--- config.mk ---
export PLATFORM = sky130hd
export DESIGN_NAME = seq_mult_ctrl
export DESIGN_NICKNAME = d
export VERILOG_FILES = /design/src/rtl/seq_mult_ctrl.sv
export SDC_FILE = /design/constraint.sdc
export NUM_CORES = 1
export LEC_CHECK = 0
export ABC_AREA = 1
export ABC_CLOCK_PERIOD_IN_PS = 3570
export CAP_MARGIN = 20
export CORE_MARGIN = 2
export CORE_UTILIZATION = 57
export DETAILED_ROUTE_END_ITERATION = 8
export HOLD_SLACK_MARGIN = 0.15
export MAX_ROUTING_LAYER = met4
export PLACE_DENSITY = 0.89
export SLEW_MARGIN = 5
export SYNTH_ARGS = -nofsm -noshare
export SYNTH_HDL_FRONTEND = slang
export SYNTH_SLANG_ARGS = --single-unit
--- constraint.sdc ---
create_clock -name clk -period 3.57 [get_ports clk]
set_clock_uncertainty 0.15 [all_clocks]
set_input_delay 0.5355 -clock clk [delete_from_list [all_inputs] [get_ports clk]]
set_output_delay 0.5355 -clock clk [all_outputs]
set_load 0.03 [all_outputs]
--- src/rtl/seq_mult_ctrl.sv ---
// Sequential shift-add unsigned multiplier: one AND-gated partial product and
// one adder per cycle, WIDTH cycles per multiply, start/busy/done handshake.
module seq_mult_ctrl #(
  parameter int unsigned WIDTH = 8
) (
  input  logic                 clk,
  input  logic                 rst_n,
  input  logic                 start,
  input  logic [WIDTH-1:0]     a,
  input  logic [WIDTH-1:0]     b,
  output logic                 busy,
  output logic                 done,
  output logic [2*WIDTH-1:0]   product
);

  localparam int unsigned CW = (WIDTH > 1) ? $clog2(WIDTH) : 1;

  localparam logic [1:0] S_IDLE = 2'd0;
  localparam logic [1:0] S_RUN  = 2'd1;
  localparam logic [1:0] S_DONE = 2'd2;

  logic [1:0]         r_state;
  logic [WIDTH-1:0]   r_mcand;
  logic [2*WIDTH-1:0] r_acc;
  logic [CW-1:0]      r_cnt;
  logic [2*WIDTH-1:0] r_product;

  logic [WIDTH-1:0]   w_partial;
  logic [WIDTH:0]     w_sum;
  logic [2*WIDTH-1:0] w_acc_next;
  logic               w_last;

  // The multiplier rides in the low half of acc: each shift retires its LSB
  // as a product bit moves in, so the carry bit of the wide shift is never set.
  always_comb begin
    w_partial  = r_mcand & {WIDTH{r_acc[0]}};
    w_sum      = {1'b0, r_acc[2*WIDTH-1:WIDTH]} + {1'b0, w_partial};
    w_acc_next = {w_sum, r_acc[WIDTH-1:1]};
    w_last     = (r_cnt == CW'(WIDTH - 1));
  end

  always_ff @(posedge clk or negedge rst_n) begin
    if (!rst_n) begin
      r_state   <= S_IDLE;
      r_mcand   <= '0;
      r_acc     <= '0;
      r_cnt     <= '0;
      r_product <= '0;
    end else begin
      case (r_state)
        S_IDLE: begin
          if (start) begin
            r_mcand <= a;
            r_acc   <= {{WIDTH{1'b0}}, b};
            r_cnt   <= '0;
            r_state <= S_RUN;
          end
        end
        S_RUN: begin
          r_acc <= w_acc_next;
          r_cnt <= r_cnt + 1'b1;
          if (w_last) begin
            r_product <= w_acc_next;
            r_state   <= S_DONE;
          end
        end
        S_DONE:  r_state <= S_IDLE;
        default: r_state <= S_IDLE;
      endcase
    end
  end

  assign busy    = (r_state != S_IDLE);
  assign done    = (r_state == S_DONE);
  assign product = r_product;

endmodule

== Word level (Yosys, flattened, before mapping) ==
Cells that the tools add are included.
Operators by class
  $add $sub $neg: 2
  eq/ne operators: 5
  mux-type cells: 7
  bitwise gates (word level): 1
  reduce and logical (&&, ||, !) cells: 7
Operators with widths (count)
  16-bit case mux with 2 select lines: 1
  16-bit 2-to-1 mux: 1
  8-bit by 8-bit adder with 9-bit output: 1
  8-bit AND: 1
  2-bit AND reduction: 4
  3-bit case mux with 2 select lines: 1
  2-bit 2-to-1 mux: 2
  2-bit != test (second input constant): 2
  2-bit case mux with 2 select lines: 1
  2-bit nonzero test: 2
  3-bit by 1-bit adder with 3-bit output (second input constant): 1
  3-bit == test (second input constant): 1
  3-bit 2-to-1 mux: 1
  2-bit by 1-bit == test with 1-bit output (second input constant): 1
  2-bit == test (second input constant): 1
  2-bit logical NOT: 1
Word-level totals
  register bits after elaboration: 45
  bits of input ports: 19
  output and inout port bits: 18
  logic and storage cells: 27

== Longest topological paths before layout ==
Gate-level depths: netlist of run 1.
  depth after elaboration: 3
  mapped depth: 13
  gate-level depth less buffers: 12

== Worst setup path after synthesis of run 1 ==
OpenSTA, ideal clock, no wires.
  path kind: register to register
  start: register r_acc[0]
  end: register r_acc[15]
  library setup time: 0.117 ns
  arrival time: 1.675 ns
  data required time: 3.303 ns
  setup slack: 1.629 ns
  stages on the path, launching flop included: 14
  buffers on the path: 1
  clock period less this slack: 1.941 ns
  cells stage by stage: dfrtp_1 > clkbuf_1 > nand2_1 > inv_1 > ha_1 > fa_1 > nand2_1 > nand2_1 > nand3_1 > nand2_1 > nand2_1 > nand2_1 > nand2_1 > nand2_1
On the way
  word-level cells in the longest chain between the ends: 3
Ends and longest elaborated chain
  start, declared: line 24  | logic [2*WIDTH-1:0] r_acc;
  start signal, assigned: line 54  | r_acc <= {{WIDTH{1'b0}}, b};
  start signal, assigned: line 60  | r_acc <= w_acc_next;
  8-bit AND: line 36  | w_partial = r_mcand & {WIDTH{r_acc[0]}};
  8-bit by 8-bit adder with 9-bit output: line 37  | w_sum = {1'b0, r_acc[2*WIDTH-1:WIDTH]} + {1'b0, w_partial};
  16-bit case mux with 2 select lines: line 50  | case (r_state)
No other way between the ends.
A chain may end at the register's enable or synchronous reset.

== Worst setup path in the final report of run 1 ==
  start: register r_state[0]
  end: output done
On the way
  word-level cells in the longest chain between the ends: 1
Ends and longest elaborated chain
  start, declared: line 22  | logic [1:0] r_state;
  start signal, assigned: line 44  | r_state <= S_IDLE;
  start signal, assigned: line 56  | r_state <= S_RUN;
  start signal, assigned: line 64  | r_state <= S_DONE;
  2-bit == test: line 74  | assign done = (r_state == S_DONE);
  end, declared: line 12  | output logic done,
No other way between the ends.

==> results of run 1 <==
report_power, final:
part / leakage (nW) / switching [W] / internal [W] / total [W]
Sequential: 0.552 / 0.000133 / 0.000748 / 0.000881
Combinational: 0.853 / 0.000847 / 0.000503 / 0.00135
Clock: 0.0512 / 0.000171 / 0.000157 / 0.000328
Yosys cell counts:
master	number	area, sq um
a211oi_1	5	37.54
a21o_1	1	7.510
a21oi_1	4	20.02
a22o_1	2	17.52
buf_2	2	10.01
buf_4	2	15.01
buf_6	3	33.78
clkbuf_1	1	3.750
dfrtp_1	45	1126
fa_1	1	20.02
ha_1	10	125.1
inv_1	29	108.9
inv_2	4	15.01
nand2_1	100	375.4
nand2_2	2	12.51
nand3_1	16	80.08
nand3_2	1	10.01
nand3b_1	2	15.01
nor2_1	10	37.54
nor2_8	1	20.02
nor3_1	5	25.02
o211ai_1	2	15.01
o21ai_0	6	30.03
o21ai_1	4	20.02
o21ai_2	6	52.55
or2_2	1	6.260
xnor2_1	1	8.760
sequential cells by signal (all words and copies together), names as in the netlist:
signal   cells
r_mcand      8
r_acc       16
product     16
r_state      2
r_cnt        3
worst reg2reg max path, stage by stage (launching register included):
cell,delay (ns)
dfrtp_1,0.47
nand2_1,0.09
inv_1,0.04
ha_1,0.20
fa_1,0.40
nand2_1,0.08
nand2_1,0.08
nand3_1,0.10
nand2_1,0.08
nand2_1,0.06
nand2_1,0.07
nand2_1,0.07
nand2_1,0.05
kinds of logic (layout without fill, tap and decap cells):
group | count (synthesis) | after routing | synth area share
buf+inv | 41 | 77 | 0.08291
flops | 45 | 45 | 0.5008
fa+ha+maj | 11 | 11 | 0.06455
simple gates | 138 | 138 | 0.2588
xor+xnor | 1 | 1 | 0.003896
compound gates | 30 | 30 | 0.08904
layer usage:
metal,part of all wire,GRT usage,vias to the layer above
met5,0,-,-
li1,-,-,909
met2,0.45,0.3488,43
met4,0.018,0.09184,0
met3,0.039,0.05068,5
met1,0.49,0.3121,808
final cells by class:
| class | count | area, sq um |
|---|---|---|
| sequential | 45 | 1126 |
| tap | 48 | 60.06 |
| fill | 284 | 1018 |
| inverter | 33 | 123.9 |
| clock buffer | 6 | 82.58 |
| clock inverter | 2 | 13.76 |
| multi-input combinational | 180 | 935.9 |
| timing repair buffer | 36 | 355.3 |
metrics by stage:
step                      setup slack [ns]  utilization  cells  cell area (sq um)
after floorplan                      1.629            -    266               2248
after global placement               1.497       0.7000    342               2601
after detailed placement             1.411       0.7000    342               2601
after CTS                            1.382       0.7259    350               2698
after global routing                 1.306       0.7259    350               2698
final                                1.387       0.7259    350               2698
path summary, 6_finish.rpt:
kind / from / endpoint / slack, ns / cells past startpoint
min reg2reg: product[12]$_DFFE_PN0P_ / product[12]$_DFFE_PN0P_ / 0.33 / 2
max: r_state[0]$_DFFE_PN0P_ / done / 1.39 / 2
min: rst_n / r_acc[1]$_DFFE_PN0P_ / 0.22 / 1
max in group asynchronous: rst_n / product[13]$_DFFE_PN0P_ / 2.47 / 1
min in group clk: product[12]$_DFFE_PN0P_ / product[12]$_DFFE_PN0P_ / 0.33 / 2
max reg2reg: r_acc[0]$_DFFE_PN0P_ / product[15]$_DFFE_PN0P_ / 1.51 / 12
==> results.cfg, run 1 <==
[power_and_ir_drop]
ir_worst_vdd_v = 0.0004961
p_leak_nw = 1.456
power.density_mw_per_mm2 = 948.5
fin_total_pwr_w = 0.002559

[global_routing]
grt_usage = 0.2330
first_global_vias = 1636
antenna_found_initial = 0
overflow = 0
grt_pass1_wl_um = 7438
grt_max_degree = 46

[routing]
vias = 1765
wl_per_cell_um = 12.29
routed_via_density = 5.043
first_pass_iters = 4
detail_route.iter0.violations = 129
route.antenna.remaining_nets = 0
wl_um = 4303
drc = 0

[worst_setup_path]
critPathKind = register to output port
setup.worst_path.start_class = register
crit_buf_inv = 1
path_cells = nor2_1 > clkdlybuf4s50_1
cp_slowest_cell = clkdlybuf4s50_1
cp_data_required_time_ns = 2.88
slowest_delay_ns = 0.68
crit_family = buffers and inverters
endpoint_kind = output port
crit_arrival_ns = 1.50
critPathMaxFanout = 3

[floorplanning]
die_y_um = 66.81
die_area_sq_mm = 0.004463
die_x_um = 66.81
rows = 22
start_util = 0.6051
io_pins = 37
core_area_sq_mm = 0.003716

[worst_hold_path]
hold_class = primary input to asynchronous set/reset pin

[placed_design]
port_buffers = 36
hpwl_um = 3117
place_congestion = 0.8032

[clock_tree]
path_clk_slew_ns = 0.08
cts-resized-gates = 0
root_buffer = clkbuf_8
numCtsBuffers = 5
clk-insertion-delay-late_ns = 0.30
h-tree-depth = 2
cts_setup_buffers = 0
clock_sinks = 45
postCtsHoldBufs = 0
clk_path_buf_depth = 2
cts_tree = yes

[logic_synthesis]
syn_avg_cell_area_sq_um = 8.453
synthCells = 266
synth-seq-area-share = 0.5008
ys_ff_latch = 45
syn_nets = 296
yosys_warnings = 0
syn-cell-area_sq_mm = 0.002248
synth.distinct_cells = 27

[sta]
slew_headroom = 0.3799
hold_slack_ns = 0.2192
hold_viol = 0
timing_max_transition_violations_final = 0
rsz0062_at_grt = false
setup_viol = 0
period_share = 0.6114
period_needed_ns = 2.183
max_freq_mhz = 458.1
setup_tns_ns = 0
worst_pin_slew_ns = 0.9302

[cells_and_area]
mostFrequentLayoutCells = nand2_1, dfrtp_1, clkdlybuf4s50_1
drive_above_1_share = 0.07947
area_growth_pct = 19.98
diodes = 0
mostFrequentLayoutCell = nand2_1
nets = 331

[status]
outcome = finished, final reports clean

[run]
drv_cap = 0
Power figures use the tool's default switching activity.
==> inputs of run 2 (changes only) <==
--- a/config.mk
+++ b/config.mk
@@ -6,14 +6,14 @@
 export NUM_CORES = 1
 export LEC_CHECK = 0
 export ABC_AREA = 1
-export ABC_CLOCK_PERIOD_IN_PS = 3570
+export ABC_CLOCK_PERIOD_IN_PS = 2000
 export CAP_MARGIN = 20
 export CORE_MARGIN = 2
-export CORE_UTILIZATION = 57
+export CORE_UTILIZATION = 48
 export DETAILED_ROUTE_END_ITERATION = 8
 export HOLD_SLACK_MARGIN = 0.15
 export MAX_ROUTING_LAYER = met4
-export PLACE_DENSITY = 0.89
+export PLACE_DENSITY = 0.8
 export SLEW_MARGIN = 5
 export SYNTH_ARGS = -nofsm -noshare
 export SYNTH_HDL_FRONTEND = slang
==> constraint.sdc (replaced) <==
create_clock -name clk -period 2 [get_ports clk]
set_clock_uncertainty 0.15 [all_clocks]
set_input_delay 0.3 -clock clk [delete_from_list [all_inputs] [get_ports clk]]
set_output_delay 0.3 -clock clk [all_outputs]
set_load 0.03 [all_outputs]
==> run 2 against run 1 <==
Compared with the run above: combinational power rose by 81%; via count rose by 1.3%; final cell count rose by 2.6%; sequential power rose by 78%; global-route usage fell by 2.9 points; core utilization fell by 10 points; die area rose by 18%; worst hold slack improved by 0.086 ns; register-to-register slack got worse by 1.4 ns; flip-flop and latch count did not move; setup slack got worse by 1.3 ns.
==> results.cfg, run 2 (synthesized netlist as in run 1, its figures left out) <==
[clock_tree]
numCtsBuffers = 5
cts_tree = yes
root_buffer = clkbuf_8
clk_path_buf_depth = 2
cts_setup_buffers = 0
clock_sinks = 45
h-tree-depth = 2
clk-insertion-delay-late_ns = 0.30
path_clk_slew_ns = 0.08

[worst_setup_path]
cp_slowest_cell = clkdlybuf4s50_1
endpoint_kind = output port
setup.worst_path.start_class = register
path_cells = inv_2 > nor2_1 > clkdlybuf4s50_1
crit_start = r_state[1]$_DFFE_PN0P_
slowest_delay_ns = 0.67
crit_arrival_ns = 1.50
cp_data_required_time_ns = 1.55
critPathMaxFanout = 4
critPathKind = register to output port
crit_family = buffers and inverters
crit_buf_inv = 2
r2r_start = r_acc[0]$_DFFE_PN0P_

[power_and_ir_drop]
power.density_mw_per_mm2 = 1694
p_leak_nw = 1.491
ir_worst_vdd_v = 0.0007453

[floorplanning]
start_util = 0.5059
rows = 24
io_pins = 37
die_area_sq_mm = 0.005248
die_y_um = 72.44
die_x_um = 72.44
core_area_sq_mm = 0.004444

[routing]
routed_via_density = 4.981
vias = 1788
wl_per_cell_um = 12.50
wl_um = 4489
drc = 0
route.antenna.remaining_nets = 0
first_pass_iters = 4
detail_route.iter0.violations = 155

[sta]
timing_max_transition_violations_final = 0
worst_pin_slew_ns = 0.4297
max_freq_mhz = 513.2
slew_headroom = 0.7131
setup_viol = 0
rsz0062_at_grt = true
period_share = 0.9743
hold_viol = 0
period_needed_ns = 1.949

[worst_hold_path]
hold_class = primary input to asynchronous set/reset pin

[global_routing]
grt_pass1_wl_um = 8024
first_global_vias = 1761
overflow = 0
grt_usage = 0.2042
grt_max_degree = 26
antenna_found_initial = 0

[cells_and_area]
utilization = 0.6256
area_growth_pct = 23.65
diodes = 0
n_fill_cell = 387
mostFrequentLayoutCells = nand2_1, dfrtp_1, clkdlybuf4s50_1
mostFrequentLayoutCell = nand2_1
finalNonFillerCells = 359
drive_above_1_share = 0.1010
nets = 336

[placed_design]
dp.cells = 350
place_congestion = 0.8516
hpwl_um = 3300
port_buffers = 36

[run]
drv_cap = 0

[status]
outcome = finished, final reports clean
run 2: cell count changes in the layout (fill, tap and decap cells not counted), sizes merged:
cell and delta:
dlygate4sd3 +1, bufinv +1, clkbuf +1, dlymetal6s2s +1, clkinv -2, buf +4
clkdlybuf4s50 -1
run 2: path summary, 6_finish.rpt:
kind	endpoint	slack [ns]	cells past startpoint
worst max-delay path	done	0.05	3
worst min-delay path	product[1]$_DFFE_PN0P_	0.31	2
worst max register to register	product[12]$_DFFE_PN0P_	0.10	9
worst min register to register	product[11]$_DFFE_PN0P_	0.33	2
max in group asynchronous	r_acc[12]$_DFFE_PN0P_	0.85	3
min in group clk	product[11]$_DFFE_PN0P_	0.33	2
run 2: per-stage QoR:
step                area (sq um)  hold WS [ns]  total power (W)  setup TNS, ns  setup slack (ns)
floorplan                   2248       -0.1456         0.003310              0           0.05891
global placement            2636       0.09204         0.003886              0            0.1331
detailed placement          2636        0.1026         0.003979              0           0.05637
CTS                         2763        0.3040         0.004704              0           0.03701
global route                2780        0.3300         0.005128       -0.05011          -0.02669
finish                      2780        0.3052         0.004710              0           0.05149
run 2: cell type report:
type                            instances  area [sq um]  area share
Clock buffer                            7         86.33     0.03105
Clock inverter                          1         30.03     0.01080
Inverter                               33         123.9     0.04455
Multi-Input combinational cell        180         950.9      0.3420
Sequential cell                        45          1126      0.4050
Tap cell                               52         65.06     0.02340
Timing Repair Buffer                   41         397.9      0.1431
run 2: power by group:
part,switching [W],internal [W]
registers,0.000231,0.00134
logic,0.00150,0.000938
clock network,0.000302,0.000407
run 2: timing repair:
action / 4_1_cts / 5_1_grt
hold buffers: 1 / 0
resized for setup: 0 / 6
hold endpoints to repair: 16 / 0
endpoints found under the setup margin: 0 / 9
run 2: routing by layer:
layer / routed length [um] / global-route usage
met5: 0 / -
met4: 97 / 0.09259
met3: 202 / 0.04306
met2: 2080 / 0.2987
met1: 2107 / 0.2744
